**src/rtl/clock_divider_multi.sv**
```systemverilog
// Multi-channel programmable clock divider: 50% duty slow clocks plus rising-edge ticks.
// Optional macro CLKDIV_SYNC_EN adds a Sync input that restarts all channels phase-aligned.
module clock_divider_multi #(
   parameter int          NUM_CH       = 4,
   parameter int          CNT_W        = 32,
   parameter int unsigned DEFAULT_HALF = 50000000
) (
   input  logic              Clk,
   input  logic              Reset,
   input  logic [NUM_CH-1:0] Enable,
   input  logic              Div_Load,
   input  logic [2:0]        Div_Sel,
   input  logic [CNT_W-1:0]  Div_Value,
`ifdef CLKDIV_SYNC_EN
   input  logic              Sync,
`endif
   output logic              Load_Err,
   output logic [NUM_CH-1:0] Slow_Clock,
   output logic [NUM_CH-1:0] Tick
);

   localparam logic [CNT_W-1:0] DEF_HALF = CNT_W'(DEFAULT_HALF);
   localparam logic [3:0]       NUM_CH_L = 4'(NUM_CH);

   logic [CNT_W-1:0]  cnt_q    [NUM_CH];
   logic [CNT_W-1:0]  cnt_d    [NUM_CH];
   logic [CNT_W-1:0]  active_q [NUM_CH];
   logic [CNT_W-1:0]  active_d [NUM_CH];
   logic [CNT_W-1:0]  pend_q   [NUM_CH];
   logic [CNT_W-1:0]  pend_d   [NUM_CH];
   logic [NUM_CH-1:0] pvld_q, pvld_d;
   logic [NUM_CH-1:0] slow_q, slow_d;
   logic [NUM_CH-1:0] tick_q, tick_d;
   logic [NUM_CH-1:0] term;
   logic              err_q, err_d;
   logic              sel_ok, val_ok, load_ok;
   logic              sync_w;

`ifdef CLKDIV_SYNC_EN
   assign sync_w = Sync;
`else
   assign sync_w = 1'b0;
`endif

   assign sel_ok  = ({1'b0, Div_Sel} < NUM_CH_L);
   assign val_ok  = (Div_Value != '0);
   assign load_ok = Div_Load && sel_ok && val_ok;
   assign err_d   = Div_Load && !(sel_ok && val_ok);

   always_comb begin
      for (int i = 0; i < NUM_CH; i++) begin
         cnt_d[i]    = cnt_q[i];
         active_d[i] = active_q[i];
         pend_d[i]   = pend_q[i];
         pvld_d[i]   = pvld_q[i];
         slow_d[i]   = slow_q[i];
         tick_d[i]   = 1'b0;
         // >= rather than == keeps the counter bounded even if it ever exceeds the half-period
         term[i]     = (cnt_q[i] >= (active_q[i] - CNT_W'(1)));

         if (sync_w) begin
            cnt_d[i]  = '0;
            slow_d[i] = 1'b0;
         end else if (Enable[i]) begin
            if (term[i]) begin
               cnt_d[i]  = '0;
               slow_d[i] = ~slow_q[i];
               tick_d[i] = ~slow_q[i];
               if (pvld_q[i]) begin
                  active_d[i] = pend_q[i];
                  pvld_d[i]   = 1'b0;
               end
            end else begin
               cnt_d[i] = cnt_q[i] + CNT_W'(1);
            end
         end

         // A load on the terminal cycle lands after the apply above, so it waits a phase
         if (load_ok && (Div_Sel == 3'(i))) begin
            pend_d[i] = Div_Value;
            pvld_d[i] = 1'b1;
         end
      end
   end

   always_ff @(posedge Clk) begin
      if (Reset) begin
         for (int i = 0; i < NUM_CH; i++) begin
            cnt_q[i]    <= '0;
            active_q[i] <= DEF_HALF;
            pend_q[i]   <= DEF_HALF;
         end
         pvld_q <= '0;
         slow_q <= '0;
         tick_q <= '0;
         err_q  <= 1'b0;
      end else begin
         for (int i = 0; i < NUM_CH; i++) begin
            cnt_q[i]    <= cnt_d[i];
            active_q[i] <= active_d[i];
            pend_q[i]   <= pend_d[i];
         end
         pvld_q <= pvld_d;
         slow_q <= slow_d;
         tick_q <= tick_d;
         err_q  <= err_d;
      end
   end

   assign Slow_Clock = slow_q;
   assign Tick       = tick_q;
   assign Load_Err   = err_q;

endmodule

```
**config.mk**
```make
export PLATFORM = sky130hd
export DESIGN_NAME = clock_divider_multi
export DESIGN_NICKNAME = d
export VERILOG_FILES = /design/src/rtl/clock_divider_multi.sv
export SDC_FILE = /design/constraint.sdc
export NUM_CORES = 1
export LEC_CHECK = 0
export ABC_AREA = 1
export CORE_MARGIN = 5
export CORE_UTILIZATION = 45
export CTS_BUF_LIST = sky130_fd_sc_hd__clkbuf_8
export DETAILED_ROUTE_END_ITERATION = 6
export SETUP_SLACK_MARGIN = 0.3
export SLEW_MARGIN = 10
export SYNTH_ARGS = -nofsm -noshare
export SYNTH_HDL_FRONTEND = slang
export SYNTH_SLANG_ARGS = --single-unit
```
**constraint.sdc**
```tcl
create_clock -name Clk -period 4.9 [get_ports Clk]
set_input_delay 1.225 -clock Clk [delete_from_list [all_inputs] [get_ports Clk]]
set_output_delay 1.225 -clock Clk [all_outputs]
set_load 0.005 [all_outputs]
```
== Yosys cells after proc, flatten, opt, wreduce, memory -nomap -nowiden ==
Memory sizes are Yosys's and may differ from the RTL's.
Index checks and enable logic that the tools add are counted.
Word-level totals
  register bits: 13
  bits in writable memories: 384
  input bits: 42
  memories kept: 3
Operators by class
  $add $sub $neg: 8
  order comparisons: 5
  eq/ne operators: 3
  mux-type cells: 51
  bitwise operators: 24
  reduce and logical (&&, ||, !) cells: 31
Memory list
  active_q: words 4, width 32, rd ports 4, clocked after memory_dff 0, wr ports 4, line 27  | logic [CNT_W-1:0] active_q [NUM_CH];
  cnt_q: words 4, width 32, rd ports 4, clocked after memory_dff 0, wr ports 4, line 25  | logic [CNT_W-1:0] cnt_q [NUM_CH];
  pend_q: words 4, width 32, rd ports 4, clocked after memory_dff 0, wr ports 4, line 29  | logic [CNT_W-1:0] pend_q [NUM_CH];
Operators by type and width (count)
  $mux W32: 36
  $add A32 B1 Y32 const B: 4
  $ge A32 B32 Y1: 4
  $sub A32 B1 Y32 const B: 4
  $reduce_bool A32 Y1: 1
  $reduce_and A2 Y1: 8
  $reduce_bool A2 Y1: 8
  $mux W1: 15
  $not A1 Y1: 12
  $or A1 B1 Y1: 12
  $reduce_or A3 Y1: 4
  $logic_and A1 B1 Y1: 8
  $eq A3 B2 Y1 const B: 2
  $eq A3 B1 Y1 const B: 1
  $logic_not A3 Y1: 1
  $lt A3 B3 Y1 const B: 1
  $logic_not A1 Y1: 1

== Depth between registers and ports, before layout ==
  depth after elaboration: 6
  gate-level depth with buffers: 25
  gate-level depth less buffers: 25

== Least setup slack after synthesis ==
No wires, ideal clock.
  kind: reg2reg
  start point: mem active_q[0][0]
  end point: mem cnt_q[0][20]
  setup time: 117 ps
  data arrival time: 2838 ps
  required time: 4783 ps
  setup slack: 1944 ps
  cell stages (with the launch flop): 26
  buffers on the path: 1
  clock period less this slack: 2956 ps
  cells stage by stage: dfxtp_1 inv_1 ha_1 inv_1 nor2_2 inv_1 nor2_2 nand2_2 nor2_4 inv_1 nor3_1 xor2_1 inv_1 ha_1 nand2_1 nor2_1 nand2_1 nor2_1 nor2_1 nand2_1 nand2_1 nand2_2 nand2_2 nand2_1 buf_2 nor2_1
RTL lines (line)
  from (decl): 27
  to (decl): 25

==> impl_results.md <==
* Status: finished clean
* Worst endpoint required time at 5.47 ns
* Final instance area at 25200 um2
* ANT nets after route at 0
* Post-cts resize count at 0
* Async SR Flop Fraction at 0%
* Post-CTS setup buffers at 0
* Final WL at 59600 um
* R2r setup slk at roughly 0.99 ns
* Total I/O pin count at 51
* Synth cell types at 45
* Largest net degree at the start of global routing at about 100
* Root Driver: clkbuf_8
* Layout cells sized above 1 at 7.40%
* Max_slew headroom at 45.9%
* #FFs+latches synth at about 400
* Clock Pin Slew Worst Setup and Hold Paths at ~0.060 ns
* Number of buffers created by CTS at 73
* Cell Area, Synth at 22700 um2
* Most area-consuming cells after synthesis: dfxtp_1 (35%), nand2_1 (12%), nor2_1 (9.4%)
* Gr usage total at 20.9%
* Hold crit path type: register to register
* Setup Skew at 0.0325 ns
* Worst-Skew Late Latency at 0.66 ns
* Post-synth top flop: dfxtp_1
* Share of the synthesized area in the top cell type at 35.0%
* Max_cap viols at 0
* Fmax at ~260 MHz
* Hold slack final at 0.460 ns
* Critical path class: register to register
* DIE AREA at 55100 um2
* Tmin final at 3.91 ns
* Number of global-route vias before repair at roughly 20000
* Post-synth EDFFs at 0
* Die height at 235 um
* FILL cells at 5144
* CTS tree: done
* Initial DRC Count at 1567
* Vias/cell at 5.12
* Crit start category: register
* Power density over the cells at 264 nW/um2
* H-tree levels at 3
* Fin cells at slightly above 4000
* Synthesized area per cell at 6.92 um2
* Max IR drop VDD at 0.234 mV
* First-pass DRT Iterations at 5
* Sequential share of the synthesized area at 35.0%
* Placed Instance Area at 23800 um2
* DRC at 0
* Initial antenna violation count at 1
* Post-synthesis cell count at around 3300
* Fin. max-slew vios at 0
* Fin nets at 3505
* Layout area overhead at 10.8%
* Port Buffers at 50
* Post-DP HPWL at ~44000 um
* Vias at about 21000
* Leak pwr at 11.4 nW
* Longest Clk Path Bufs at 3
* Net count after synthesis at 3462
* Dpl cells at 3924
* Final setup fails at 0
* CP endpoint kind: register
* Wire length per cell at approximately 15 um
* First-pass GRT wire length at 97300 um
* Yosys top cell by area: dfxtp_1
* RSZ-0062 raised after global routing: false
* Die width at around 230 um
* Tightest Pin Transition at 0.812 ns
* Setup TNS after final layout at 0 ns
* Gpl congestion at roughly 0.9
* Worst-path maximum fanout at 30
* Starting Density at 45.4%
* TritonCTS Sinks at 397
* Final Cycle Share at approximately 80%
* Hold_buf cts at 0
* Gr ovfl total at 0
* Cell Rows at 82
* Hold Violations, Final at 0
* Yosys Warn Count at 0
* Core region area at approximately 50000 um2
* Critical path arrival at 4.49 ns
==> cell type report <==
class	count	area (um2)	area share, %
diodes	1	2.50	0.00994
clock buffers	86	1180	4.70
clock inverters	41	210	0.835
inverters	327	1230	4.90
multi-input cells	2435	12900	51.3
flip-flops and latches	397	7950	31.6
well taps	672	841	3.34
repair buffers	93	831	3.30
==> registers in the layout, indices dropped and copies added (netlist names) <==
signal and count:
Tick 4, pend_q 128, Load_Err 1, Slow_Clock 4, cnt_q 128, active_q 128, pvld_q 4
==> kinds of logic after synthesis <==
kind of cell | count (synthesis) | share of synthesized area (%)
compound gates | 231 | 5.39
xor+xnor | 175 | 6.75
fa+ha+maj | 136 | 7.49
buf+inv | 452 | 8.11
flops | 397 | 35.0
simple gates | 1893 | 37.3
==> worst max-delay path, cell delays in order (launching register included) <==
cell and delay [ns]:
dfxtp_1 0.32, inv_1 0.11, ha_1 0.20, nand2_1 0.10, nor2_4 0.15, inv_2 0.05
nor2_2 0.15, nand3_1 0.13, nor2_1 0.19, nand3_1 0.16, nor2_1 0.16, xor2_1 0.16
inv_1 0.06, ha_1 0.26, nand2_1 0.06, nor2_1 0.04, nand2_1 0.10, inv_1 0.05
a21oi_1 0.29, nand2_2 0.41, nand2_2 0.22, nand2_1 0.07, buf_4 0.26, nor2_1 0.13
==> where the power goes <==
part	leakage (nW)	internal, mW	switching (mW)
logic	7.34	0.0947	0.203
clock network	0.829	1.64	1.41
registers	3.21	3.27	0.0212
==> metrics by stage <==
step	utilization (%)	total power, mW	setup slack [ns]
2_1_floorplan	-	3.52	1.94
3_3_place_gp	47.5	3.64	0.977
3_5_place_dp	47.5	3.65	0.898
4_1_cts	50.3	6.75	1.01
5_1_grt	50.3	6.91	0.572
6_report	50.3	6.64	0.988
==> metal layers <==
layer / global-route usage, % / routed length, um / up-vias
met5: 0 / 0 / -
met4: 7.29 / 2090 / 0
met3: 4.23 / 2970 / 141
met2: 34.1 / 27000 / 473
met1: 27.7 / 27600 / 9412
li1: - / - / 10702
==> Yosys cell counts, types with 2 or more instances <==
library cell and n:
nor3_4 2, or2_2 2, inv_1 317, ha_1 136, nand4_4 2, nor2_2 21, a21oi_1 155, buf_2 42
dfxtp_1 397, nand2_4 2, nand3_2 11, nand4_2 8, nand3_1 321, nor3_1 50, xor2_1 105, o22ai_1 10
buf_6 4, nor4_1 22, a21o_1 5, o21ai_1 2, nand2_2 18, nor2_4 15, o21a_1 7, nor3_2 13
inv_2 10, buf_4 17, xnor2_1 70, nand2_1 715, buf_1 13, o21bai_1 4, nand4_1 114, o21ai_0 44
nor2_1 570, clkbuf_1 49
==> layout by cell type (no fill, tap or decap), types with 13 or more instances in the layout <==
cell,Yosys,layout
a21oi_1,155,155
buf_4,17,42
clkbuf_8,0,86
clkdlybuf4s50_1,0,49
dfxtp_1,397,397
ha_1,136,136
inv_1,317,348
nand2_1,715,715
nand2_2,18,18
nand3_1,321,321
nand4_1,114,114
nor2_1,570,569
nor2_2,21,22
nor2_4,15,15
nor3_1,50,50
nor3_2,13,13
nor4_1,22,22
o21ai_0,44,44
xnor2_1,70,70
xor2_1,105,105
==> final timing paths <==
check | start | to | cells after the start
max | active_q[1][0] | cnt_q[1][6] | 23
min | pend_q[2][17] | pend_q[2][17] | 2
max reg2reg | active_q[1][0] | cnt_q[1][6] | 23
min reg2reg | pend_q[2][17] | pend_q[2][17] | 2
(Power assumes the default switching activity.)
